## src/rtl/vga_pkg.sv

```systemverilog
// rtl/vga_pkg.sv - default VGA 640x480 timing constants and RGB332 pixel type
package vga_pkg;

  localparam int H_VISIBLE_DEF = 640;
  localparam int H_FRONT_DEF   = 16;
  localparam int H_SYNC_DEF    = 96;
  localparam int H_BACK_DEF    = 48;
  localparam int V_VISIBLE_DEF = 480;
  localparam int V_FRONT_DEF   = 10;
  localparam int V_SYNC_DEF    = 2;
  localparam int V_BACK_DEF    = 33;
  localparam int PIPE_DELAY_DEF = 2;

  localparam int COORD_W = 11;

  typedef struct packed {
    logic [2:0] r;
    logic [2:0] g;
    logic [1:0] b;
  } rgb332_t;

  // Widen to 4 bits per channel by repeating MSBs so full-scale stays full-scale.
  function automatic logic [11:0] expand_rgb332(input rgb332_t c);
    return {c.r, c.r[2], c.g, c.g[2], c.b, c.b};
  endfunction

endpackage

```

## src/rtl/tick_delay_line.sv

```systemverilog
// rtl/tick_delay_line.sv - shift register of configurable width/depth that advances only when en is high
module tick_delay_line #(
  parameter int WIDTH = 3,
  parameter int DEPTH = 2
) (
  input  logic             clk,
  input  logic             resetN,
  input  logic             en,
  input  logic [WIDTH-1:0] din,
  output logic [WIDTH-1:0] dout
);

  generate
    if (DEPTH == 0) begin : g_bypass
      assign dout = din;
    end else begin : g_shift
      logic [WIDTH-1:0] stage [DEPTH];

      always_ff @(posedge clk or negedge resetN) begin
        if (!resetN) begin
          for (int i = 0; i < DEPTH; i++) stage[i] <= '0;
        end else if (en) begin
          stage[0] <= din;
          for (int i = 1; i < DEPTH; i++) stage[i] <= stage[i-1];
        end
      end

      assign dout = stage[DEPTH-1];
    end
  endgenerate

endmodule

```

## src/rtl/vga_timing_gen.sv

```systemverilog
// rtl/vga_timing_gen.sv - VGA raster counters, delayed sync/blank and RGB332 to 12-bit DAC drive
module vga_timing_gen
  import vga_pkg::*;
#(
  parameter int H_VISIBLE  = H_VISIBLE_DEF,
  parameter int H_FRONT    = H_FRONT_DEF,
  parameter int H_SYNC     = H_SYNC_DEF,
  parameter int H_BACK     = H_BACK_DEF,
  parameter int V_VISIBLE  = V_VISIBLE_DEF,
  parameter int V_FRONT    = V_FRONT_DEF,
  parameter int V_SYNC     = V_SYNC_DEF,
  parameter int V_BACK     = V_BACK_DEF,
  parameter int PIPE_DELAY = PIPE_DELAY_DEF
) (
  input  logic               clk,
  input  logic               resetN,
  input  logic [7:0]         RGBin,
  output logic signed [10:0] pixelX,
  output logic signed [10:0] pixelY,
  output logic               pixelEn,
  output logic               startOfFrame,
  output logic               hSyncN,
  output logic               vSyncN,
  output logic               blankN,
  output logic [3:0]         red,
  output logic [3:0]         green,
  output logic [3:0]         blue
);

  localparam int H_TOTAL = H_VISIBLE + H_FRONT + H_SYNC + H_BACK;
  localparam int V_TOTAL = V_VISIBLE + V_FRONT + V_SYNC + V_BACK;

  localparam logic [COORD_W-1:0] H_LAST     = COORD_W'(H_TOTAL - 1);
  localparam logic [COORD_W-1:0] V_LAST     = COORD_W'(V_TOTAL - 1);
  localparam logic [COORD_W-1:0] H_VIS      = COORD_W'(H_VISIBLE);
  localparam logic [COORD_W-1:0] V_VIS      = COORD_W'(V_VISIBLE);
  localparam logic [COORD_W-1:0] H_SYNC_BEG = COORD_W'(H_VISIBLE + H_FRONT);
  localparam logic [COORD_W-1:0] H_SYNC_END = COORD_W'(H_VISIBLE + H_FRONT + H_SYNC - 1);
  localparam logic [COORD_W-1:0] V_SYNC_BEG = COORD_W'(V_VISIBLE + V_FRONT);
  localparam logic [COORD_W-1:0] V_SYNC_END = COORD_W'(V_VISIBLE + V_FRONT + V_SYNC - 1);

  logic               pix_en;
  logic [COORD_W-1:0] hcnt;
  logic [COORD_W-1:0] vcnt;
  logic               hsync_raw;
  logic               vsync_raw;
  logic               visible_raw;
  logic [2:0]         dly_out;

  always_ff @(posedge clk or negedge resetN) begin
    if (!resetN) pix_en <= 1'b0;
    else         pix_en <= ~pix_en;
  end

  always_ff @(posedge clk or negedge resetN) begin
    if (!resetN) begin
      hcnt <= '0;
      vcnt <= '0;
    end else if (pix_en) begin
      if (hcnt == H_LAST) begin
        hcnt <= '0;
        vcnt <= (vcnt == V_LAST) ? '0 : vcnt + 1'b1;
      end else begin
        hcnt <= hcnt + 1'b1;
      end
    end
  end

  assign hsync_raw   = (hcnt >= H_SYNC_BEG) && (hcnt <= H_SYNC_END);
  assign vsync_raw   = (vcnt >= V_SYNC_BEG) && (vcnt <= V_SYNC_END);
  assign visible_raw = (hcnt < H_VIS) && (vcnt < V_VIS);

  // Delay matches the drawing pipeline latency so RGBin and the timing arrive together.
  tick_delay_line #(
    .WIDTH (3),
    .DEPTH (PIPE_DELAY)
  ) u_delay (
    .clk    (clk),
    .resetN (resetN),
    .en     (pix_en),
    .din    ({visible_raw, vsync_raw, hsync_raw}),
    .dout   (dly_out)
  );

  always_ff @(posedge clk or negedge resetN) begin
    if (!resetN) begin
      hSyncN <= 1'b1;
      vSyncN <= 1'b1;
      blankN <= 1'b0;
      {red, green, blue} <= 12'h000;
    end else if (pix_en) begin
      hSyncN <= ~dly_out[0];
      vSyncN <= ~dly_out[1];
      blankN <= dly_out[2];
      {red, green, blue} <= dly_out[2] ? expand_rgb332(rgb332_t'(RGBin)) : 12'h000;
    end
  end

  assign pixelEn      = pix_en;
  assign pixelX       = signed'(hcnt);
  assign pixelY       = signed'(vcnt);
  assign startOfFrame = pix_en && (hcnt == '0) && (vcnt == '0);

endmodule

```

## config.mk

```make
export PLATFORM = sky130hd
export DESIGN_NAME = vga_timing_gen
export DESIGN_NICKNAME = d
export VERILOG_FILES = /design/src/rtl/vga_pkg.sv /design/src/rtl/tick_delay_line.sv /design/src/rtl/vga_timing_gen.sv
export SDC_FILE = /design/constraint.sdc
export NUM_CORES = 1
export LEC_CHECK = 0
export CAP_MARGIN = 30
export CORE_ASPECT_RATIO = 0.5
export CORE_UTILIZATION = 50
export DETAILED_ROUTE_END_ITERATION = 10
export PLACE_DENSITY = 0.85
export SLEW_MARGIN = 20
export SYNTH_ARGS = -nofsm -noshare
export SYNTH_HDL_FRONTEND = slang
export SYNTH_SLANG_ARGS = --single-unit
```

## constraint.sdc

```tcl
create_clock -name clk -period 3.8 [get_ports clk]
set_input_delay 0.76 -clock clk [delete_from_list [all_inputs] [get_ports clk]]
set_output_delay 0.76 -clock clk [all_outputs]
set_load 0.01 [all_outputs]
```

# Word level (Yosys, flattened, before mapping)
# Index checks and enable logic that the tools add are counted.
# totals
register_bits	44
input_bits	10
output_inout_bits	39
elab_cells	35
# op_classes
add_sub_neg	2
magnitude_cmp	6
eq_ne	2
mux	3
bitwise	3
reduce_logical	8
# op_table
operator	count
$add 11x1->11 const B	2
$eq 11x10->1 const B	2
$logic_not 11->1	2
$mux 11	2
$mux 12	1
$ge 11x10->1 const B	1
$ge 11x9->1 const B	1
$le 11x10->1 const B	1
$le 11x9->1 const B	1
$lt 11x10->1 const B	1
$lt 11x9->1 const B	1
$logic_and 1x1->1	5
$not 1->1	3
$reduce_and 2->1	1

# Logic depth before layout (Yosys ltp)
# Gate-level depths: netlist of run 1.
# logic_depth
ltp_word	3
ltp_mapped	7
ltp_nobuf	6

# By module
# Synthesis of run 1 repeated with hierarchy kept, for this count alone.
# unflattened
hier_cells	203
hier_area_um2	2055.7
# by_module_without_submodules
mod	n_inst	cells_per_inst	area_per_inst_um2	seq_area_each_um2
vga_timing_gen	1	187	1781.7	853.3
tick_delay_line	1	16	274.0	150.1

# Worst setup path before layout of run 1
# Ideal clock, no wire load.
# synth_timing
path_type	reg2out
start	register pix_en, in the netlist pixelEn
end	output startOfFrame
arrival_ns	1.178
t_required_ns	3.040
path_slack_ns	1.862
path_stages_with_launch	5
n_path_buf	0
path_cell_list	dfrtp_1 -> clkinv_1 -> nor4_1 -> nand4_1 -> nor2_1
# synth_between
elab_chain_len	2
# synth_rtl
element	line	text
from (decl)	vga_timing_gen.sv:42	logic pix_en;
from (signal assigned)	vga_timing_gen.sv:52	else pix_en <= ~pix_en;
$logic_and 1x1->1 (2 in a row)	vga_timing_gen.sv:102	assign startOfFrame = pix_en && (hcnt == '0) && (vcnt == '0);
to (decl)	vga_timing_gen.sv:21	output logic startOfFrame,
# Every way passes these cells.

# Final worst setup path of run 1
# Same ends and word-level chain as after synthesis.

==> impl_metrics.csv, run 1 <==
group,metric,value,unit
power,ir_worst_vdd,0.212,mV
worst_hold_path,hold-path-cell-count,1,
placement,place_hpwl,3190,µm
placement,gp_congestion,0.907,
global_route,grt_pass1_vias,1511,
logic_synthesis,yosys_most_used_dff,"dfrtp_1",
final_layout,multi_input_area,838,µm²
job,cap_violations,0,
global_route,grt_usage,0.237,
global_route,grt_pass1_wl,7270,µm
placement,dpl-instance-area,2440,µm²
clocking,clk_pin_slew,0.08,ns
setup_path,required,3.04,ns
logic_synthesis,syn-num-nets,214,
power,cellPowerDensity,320,nW/µm²
floorplanning,start_util,0.550,
sta,fmax,316,MHz
power,finalPower,0.817,mW
global_route,grt_antenna_before_repair,0,
logic_synthesis,synth_common_cells,"38 x dfrtp_1, 21 x o21ai_0, 18 x nand3_1",
sta,clock_skew,0.00406,ns
global_route,grt_overflow_total,0,
setup_path,cp-start-kind,"register",
sta,rsz0062_at_grt,"no",
sta,holdWs,0.434,ns
setup_path,r2r_slack,1.80,ns
sta,tns,0,ns
logic_synthesis,ys_warn_count,0,
logic_synthesis,syn_area,1980,µm²
clocking,post-cts-setup-buffers,0,
clocking,htreeDepth,2,
logic_synthesis,synth_top_area_frac,0.479,
worst_hold_path,holdPathEnd,"vSyncN",
final_layout,filler_cell_count,282,
setup_path,end_kind,"output pin",
logic_synthesis,synthTopCellsByArea,"dfrtp_1 48%, o21ai_0 5.3%, nand3_1 4.5%",
logic_synthesis,synthCells,199,
placement,place_inst,286,
setup_path,reg2reg_to,"pixelY[8]",
clocking,clockBufferDepth,2,
routing,via_per_inst,5.66,
worst_hold_path,hold_class,"reg2reg",
floorplanning,dieArea,4240,µm²
setup_path,worstPathMaxFanout,32,
final_layout,seq_area,1000,µm²
floorplanning,design.core.area,3600,µm²
logic_synthesis,ys_async_sr_fraction,1.00,
logic_synthesis,syn_avg_cell_area,9.97,µm²
sta,max_slew_margin,0.430,
clocking,cts_tree,"yes",
routing,drc,0,
clocking,post_cts_resized,0,
setup_path,crit_path_start,"pixelEn",
placement,portBuffers,48,
final_layout,syn2layout_area_growth,28.9,%
routing,finalWirelength,4520,µm
final_layout,final_cells,294,
clocking,cts_root_buffer,"clkbuf_8",
sta,post-route-period-util,0.832,
routing,post_drt_wl_per_cell,15.4,µm
power,p_leak,1.08,nW
routing,drt_iter0_markers,164,
setup_path,critPathKind,"reg2out",
logic_synthesis,seq_area_frac_synth,0.506,
status,status,"finished, final reports clean",
setup_path,reg2regPathDepth,5,
setup_path,r2r-start,"pixelEn",
clocking,clock-sinks,40,
sta,setup_viol,0,
setup_path,cp.arrival,2.40,ns
final_layout,n_antenna_cell,0,
sta,hold_viol,0,
final_layout,drive_above_1_share,0.0741,
logic_synthesis,synth_most_common_cell,"dfrtp_1",
floorplanning,pin_count,49,
clocking,cts_hold_buf,0,
routing,ant_nets,0,
clocking,cts_buffers,5,
floorplanning,rows,15,
floorplanning,die_h,46.5,µm
final_layout,nets,257,
logic_synthesis,synth-edff-count,0,
floorplanning,dieWidth,91.1,µm
global_route,grt_max_degree,41,
logic_synthesis,synth_cell_types,43,
routing,num_vias,1664,
logic_synthesis,ys_seq_elements,40,
worst_hold_path,hp-start,"u_delay.dout[1]",
sta,period_needed,3.16,ns
sta,worst-slew-pin-transition,0.855,ns
clocking,clock_latency,0.30,ns
routing,dr.pass1.iters,4,
sta,slew_violations,0,
final_layout,finish.instance_area,2560,µm²
logic_synthesis,yosysTopAreaCell,"dfrtp_1",
## state kept, by name, summed over array words and instances, names as in the netlist
name	flops
pixelEn	1
hSyncN	1
u_delay.g_shift.stage	3
green	3
blue	2
red	3
vSyncN	1
blankN	1
pixelX	11
pixelY	11
u_delay.dout	3
## cell usage in the layout (no fill, tap or decap), types with 4 or more instances in the layout
master | netlist | final
inv_1 | 14 | 14
ha_1 | 5 | 5
and3_1 | 7 | 7
a21oi_1 | 8 | 8
nand2_1 | 11 | 11
clkdlybuf4s50_1 | 0 | 47
nor2_1 | 8 | 8
clkbuf_8 | 0 | 5
xnor2_1 | 8 | 8
nand4_1 | 9 | 9
mux2_2 | 4 | 4
dfrtp_1 | 38 | 38
o21ai_0 | 21 | 21
nand3_1 | 18 | 18
## report_power, final
group	internal (mW)	total [mW]	switching, mW
registers	0.430	0.432	0.00272
logic	0.0209	0.0386	0.0177
clock network	0.194	0.346	0.152
## per-layer routing
layer	vias to the layer above	track usage	wire length (µm)
met5	-	0	0
li1	796	-	-
met1	799	0.308	2040
met2	60	0.377	2080
met3	9	0.0677	306
met4	0	0.117	87
## critical path, stage by stage (launching register included)
cell             delay, ns
dfrtp_1               0.33
buf_4                 0.28
clkinv_1              0.28
nor4_1                0.36
nand4_1               0.18
nor2_1                0.12
clkdlybuf4s50_1       0.54
## cells by family (layout without fill, tap and decap cells)
family | count (synthesis) | count (layout) | synth area share
and+or+nand+nor | 68 | 68 | 0.191
AOI/OAI and AO/OA | 42 | 42 | 0.124
DFF | 40 | 40 | 0.506
buffers and inverters | 28 | 72 | 0.0713
xor gates and xnor gates | 10 | 10 | 0.0442
muxes | 6 | 6 | 0.0328
adders and majority gates | 5 | 5 | 0.0315
## through the flow
step / worst slack [ns] / utilization
after CTS: 0.658 / 0.709
after detailed placement: 1.00 / 0.678
after floorplan: 1.86 / -
final: 0.639 / 0.709
after global placement: 1.12 / 0.678
after global routing: 0.421 / 0.709
## cell type report
| cell class | count | area share |
|---|---|---|
| multi-input cells | 131 | 0.328 |
| clock inverters | 3 | 0.0166 |
| repair buffers | 49 | 0.189 |
| flip-flops and latches | 40 | 0.393 |
| clock buffers | 5 | 0.0269 |
| well taps | 51 | 0.0250 |
| inverters | 15 | 0.0220 |
## how the worst max path moves through the flow
stage / to / slack [ns] / cells past startpoint
global route: startOfFrame / 0.42 / 6
detailed placement: startOfFrame / 1.00 / 6
global placement: startOfFrame / 1.12 / 6
floorplan: startOfFrame / 1.86 / 4
finish: startOfFrame / 0.64 / 6
CTS: startOfFrame / 0.66 / 6
(Power assumes the default switching activity.)
==> run 2, diff against run 1 <==
--- a/config.mk
+++ b/config.mk
@@ -7,9 +7,9 @@
 export LEC_CHECK = 0
 export CAP_MARGIN = 30
 export CORE_ASPECT_RATIO = 0.5
-export CORE_UTILIZATION = 50
+export CORE_UTILIZATION = 49
 export DETAILED_ROUTE_END_ITERATION = 10
-export PLACE_DENSITY = 0.85
+export PLACE_DENSITY = 0.83
 export SLEW_MARGIN = 20
 export SYNTH_ARGS = -nofsm -noshare
 export SYNTH_HDL_FRONTEND = slang
==> constraint.sdc (replaced) <==
create_clock -name clk -period 3 [get_ports clk]
set_input_delay 0.6 -clock clk [delete_from_list [all_inputs] [get_ports clk]]
set_output_delay 0.6 -clock clk [all_outputs]
set_load 0.01 [all_outputs]
==> impl_metrics.csv, run 2 (same netlist as run 1, synthesis figures left out) <==
group,metric,value,unit
sta,max_slew_margin,0.572,
routing,drc,0,
power,ir_worst_vdd,0.185,mV
setup_path,cp.arrival,2.03,ns
clocking,post-cts-setup-buffers,0,
clocking,post_cts_resized,0,
setup_path,r2r_slack,0.95,ns
floorplanning,dieArea,4320,µm²
clocking,cts_buffers,5,
sta,slew_violations,0,
floorplanning,rows,15,
sta,worst-slew-pin-transition,0.641,ns
final_layout,final_common_cell,"clkdlybuf4s50_1",
job,cap_violations,0,
final_layout,nets,258,
placement,place_inst,286,
clocking,clock_latency,0.29,ns
final_layout,syn2layout_area_growth,30.2,%
setup_path,cp-start-kind,"register",
final_layout,layout_common_cells,"47 x clkdlybuf4s50_1, 38 x dfrtp_1, 21 x o21ai_0, 18 x nand3_1, 14 x inv_1",
setup_path,end_kind,"output pin",
clocking,cts_root_buffer,"clkbuf_8",
power,comb_power_share,0.049,
setup_path,required,2.40,ns
sta,fmax,381,MHz
power,sequentialPowerShare,0.524,
final_layout,n_antenna_cell,0,
placement,gp_congestion,0.856,
setup_path,crit_end,"startOfFrame",
sta,tns,0,ns
routing,post_drt_wl_per_cell,15.6,µm
setup_path,worstPathMaxFanout,7,
final_layout,filler_cell_count,270,
sta,setup_viol,0,
clocking,clock-sinks,40,
global_route,grt_antenna_before_repair,0,
placement,place_hpwl,3070,µm
global_route,grt_usage,0.221,
routing,dr.pass1.iters,4,
power,clkPwrFrac,0.427,
global_route,grt_max_degree,41,
clocking,htreeDepth,2,
power,cellPowerDensity,405,nW/µm²
sta,rsz0062_at_grt,"no",
sta,hold_viol,0,
routing,via_per_inst,5.78,
routing,finalWirelength,4590,µm
sta,clock_skew,0.00534,ns
status,status,"finished, final reports clean",
setup_path,r2r-start,"pixelEn",
global_route,grt_pass1_vias,1482,
floorplanning,dieWidth,92.0,µm
routing,ant_nets,0,
global_route,grt_pass1_wl,7090,µm
setup_path,crit_path_start,"pixelX[0]",
final_layout,final_cells,295,
clocking,cts_hold_buf,0,
setup_path,reg2regPathDepth,5,
floorplanning,design.core.area,3640,µm²
power,p_switching,0.222,mW
worst_hold_path,hold_class,"in2async",
sta,period_needed,2.63,ns
power,p_int,0.824,mW
placement,portBuffers,48,
routing,drt_iter0_markers,104,
sta,post-route-period-util,0.875,
global_route,grt_overflow_total,0,
power,power_switching_share,0.212,
final_layout,fin_util,0.709,
floorplanning,pin_count,49,
floorplanning,start_util,0.545,
clocking,clk_pin_slew,0.08,ns
clocking,clockBufferDepth,2,
setup_path,reg2reg_to,"pixelY[9]",
clocking,cts_tree,"yes",
routing,num_vias,1704,
power,p_leak,1.10,nW
floorplanning,die_h,47.0,µm
final_layout,drive_above_1_share,0.0779,
setup_path,critPathKind,"reg2out",
[run 2: through the flow]
step | setup slack (ns) | hold WS (ns) | power [mW] | instance area (µm²)
CTS | 0.392 | 0.447 | 1.05 | 2560
global route | 0.265 | 0.186 | 1.08 | 2580
detailed placement | 0.727 | 0.439 | 0.608 | 2440
finish | 0.374 | 0.175 | 1.05 | 2580
floorplan | 1.22 | 0.304 | 0.572 | 1980
global placement | 0.749 | 0.421 | 0.607 | 2440
[run 2: area by class of cell]
cell class | count | area (µm²) | area share
multi-input cells | 131 | 838 | 0.325
clock buffers | 5 | 68.8 | 0.0267
well taps | 51 | 63.8 | 0.0247
repair buffers | 50 | 503 | 0.195
inverters | 15 | 56.3 | 0.0218
clock inverters | 3 | 47.5 | 0.0184
flip-flops and latches | 40 | 1000 | 0.389
[run 2: worst min-delay path by stage]
stage | from | to | depth (start not counted)
floorplan | resetN | blankN | 0
global route | resetN | pixelX[8] | 1
CTS | resetN | pixelX[1] | 1
global placement | u_delay.dout[1] | vSyncN | 1
detailed placement | u_delay.dout[1] | vSyncN | 1
finish | resetN | pixelX[1] | 1
[run 2: per-layer routing]
layer  share of wire  global-route usage  vias to the layer above
met5               0                   0                        -
met4           0.010              0.0750                        0
met1            0.44               0.307                      818
li1                -                   -                      799
met3           0.086              0.0534                        8
met2            0.46               0.354                       79
[run 2: power groups by stage]
stage          registers [mW]  clock network (mW)  logic [mW]
6_report                0.548               0.446      0.0515
4_1_cts                 0.548               0.452      0.0497
2_1_floorplan           0.561                   0      0.0113
3_5_place_dp            0.558                   0      0.0492
5_1_grt                 0.549               0.475      0.0577
3_3_place_gp            0.558                   0      0.0489
[run 2: critical path, cell delays in order (launching register included)]
cell             delay, ns
dfrtp_1               0.44
inv_1                 0.09
ha_1                  0.14
nor4b_1               0.25
nand4_1               0.13
nor2_1                0.13
clkdlybuf4s50_1       0.55
==> run 3, diff against run 2 <==
--- a/config.mk
+++ b/config.mk
@@ -10,7 +10,6 @@
 export CORE_UTILIZATION = 49
 export DETAILED_ROUTE_END_ITERATION = 10
 export PLACE_DENSITY = 0.83
-export SLEW_MARGIN = 20
 export SYNTH_ARGS = -nofsm -noshare
 export SYNTH_HDL_FRONTEND = slang
 export SYNTH_SLANG_ARGS = --single-unit
==> impl_metrics.csv, run 3 (same netlist as run 1, synthesis figures left out) <==
group,metric,value,unit
status,status,"finished, final reports clean",
sta,rsz0062_at_grt,"no",
routing,num_vias,1685,
sta,slew_violations,0,
final_layout,n_antenna_cell,0,
final_layout,nets,257,
sta,post-route-period-util,0.877,
sta,clock_skew,0.00451,ns
sta,fmax,380,MHz
final_layout,drive_above_1_share,0.0741,
clocking,cts_buffers,5,
setup_path,end_kind,"output pin",
placement,gp_congestion,0.856,
global_route,grt_usage,0.221,
power,finalPower,1.04,mW
clocking,post-cts-setup-buffers,0,
clocking,post_cts_resized,0,
sta,tns,0,ns
routing,ant_nets,0,
clocking,clock_latency,0.29,ns
floorplanning,dieWidth,92.0,µm
clocking,htreeDepth,2,
clocking,cts_hold_buf,0,
routing,dr.pass1.iters,4,
clocking,cts_root_buffer,"clkbuf_8",
floorplanning,start_util,0.545,
sta,max_slew_margin,0.418,
routing,drt_iter0_markers,114,
final_layout,final_common_cell,"clkdlybuf4s50_1",
setup_path,cp-start-kind,"register",
final_layout,finish.instance_area,2560,µm²
sta,worst-slew-pin-transition,0.872,ns
global_route,grt_antenna_before_repair,0,
setup_path,cp.arrival,2.03,ns
sta,hold_viol,0,
setup_path,worstPathMaxFanout,6,
job,cap_violations,0,
placement,portBuffers,48,
global_route,grt_pass1_wl,7090,µm
setup_path,critPathKind,"reg2out",
final_layout,layout_common_cells,"47 x clkdlybuf4s50_1, 38 x dfrtp_1, 21 x o21ai_0, 18 x nand3_1, 14 x inv_1",
routing,finalWirelength,4540,µm
worst_hold_path,hold_class,"in2async",
clocking,clockBufferDepth,2,
routing,drc,0,
clocking,clock-sinks,40,
routing,via_per_inst,5.73,
final_layout,syn2layout_area_growth,29.1,%
floorplanning,rows,15,
global_route,grt_overflow_total,0,
floorplanning,dieArea,4320,µm²
setup_path,required,2.40,ns
power,cellPowerDensity,407,nW/µm²
power,ir_worst_vdd,0.185,mV
floorplanning,pin_count,49,
clocking,cts_tree,"yes",
floorplanning,die_h,47.0,µm
power,p_leak,1.09,nW
sta,period_needed,2.63,ns
sta,setup_viol,0,
placement,place_inst,286,
global_route,grt_pass1_vias,1482,
clocking,clk_pin_slew,0.08,ns
floorplanning,design.core.area,3640,µm²
placement,dpl-instance-area,2440,µm²
global_route,grt_max_degree,41,
placement,place_hpwl,3070,µm
routing,post_drt_wl_per_cell,15.4,µm
final_layout,final_cells,294,
-- run 3: worst max-delay path, stage by stage, from the launching register on --
cell             delay, ns
dfrtp_1               0.44
inv_1                 0.10
ha_1                  0.14
nor4b_1               0.26
nand4_1               0.13
nor2_1                0.13
clkdlybuf4s50_1       0.55
-- run 3: final timing paths --
path	startpoint	end	slack, ns	cells after the start
worst min-delay path	resetN	pixelX[1]	0.41	1
worst max register to register	pixelEn	pixelY[4]	0.96	5
max in group asynchronous	resetN	red[1]	2.03	1
worst max-delay path	pixelX[1]	startOfFrame	0.37	6
worst min register to register	u_delay.dout[1]	vSyncN	0.45	1
min in group clk	u_delay.dout[1]	vSyncN	0.45	1
-- run 3: per-layer routing --
metal  vias up  global-route usage  routed length [µm]
li1        797                   -                   -
met1       813               0.307                2120
met2        71               0.354                2050
met3         4              0.0534                 322
met4         0              0.0750                  37
met5         -                   0                   0
-- run 3: per-stage QoR --
step | setup slack (ns) | hold slack, ns | utilization
after floorplan | 1.22 | 0.304 | -
after detailed placement | 0.727 | 0.439 | 0.671
final | 0.369 | 0.413 | 0.703
after global routing | 0.288 | 0.480 | 0.703
after CTS | 0.392 | 0.447 | 0.703
after global placement | 0.749 | 0.421 | 0.671
-- run 3: where the power goes --
group          switching, mW  internal [mW]  leakage (nW)
registers            0.00331          0.544         0.503
clock network          0.197          0.250        0.0583
logic                 0.0219         0.0264         0.526
total                  0.222          0.821          1.09
-- run 3: cell type report --
type                            count  area [µm²]
Timing Repair Buffer               49         483
Fill cell                         275        1080
Clock buffer                        5        68.8
Clock inverter                      3        47.5
Tap cell                           51        63.8
Multi-Input combinational cell    131         838
Sequential cell                    40        1000
Inverter                           15        56.3
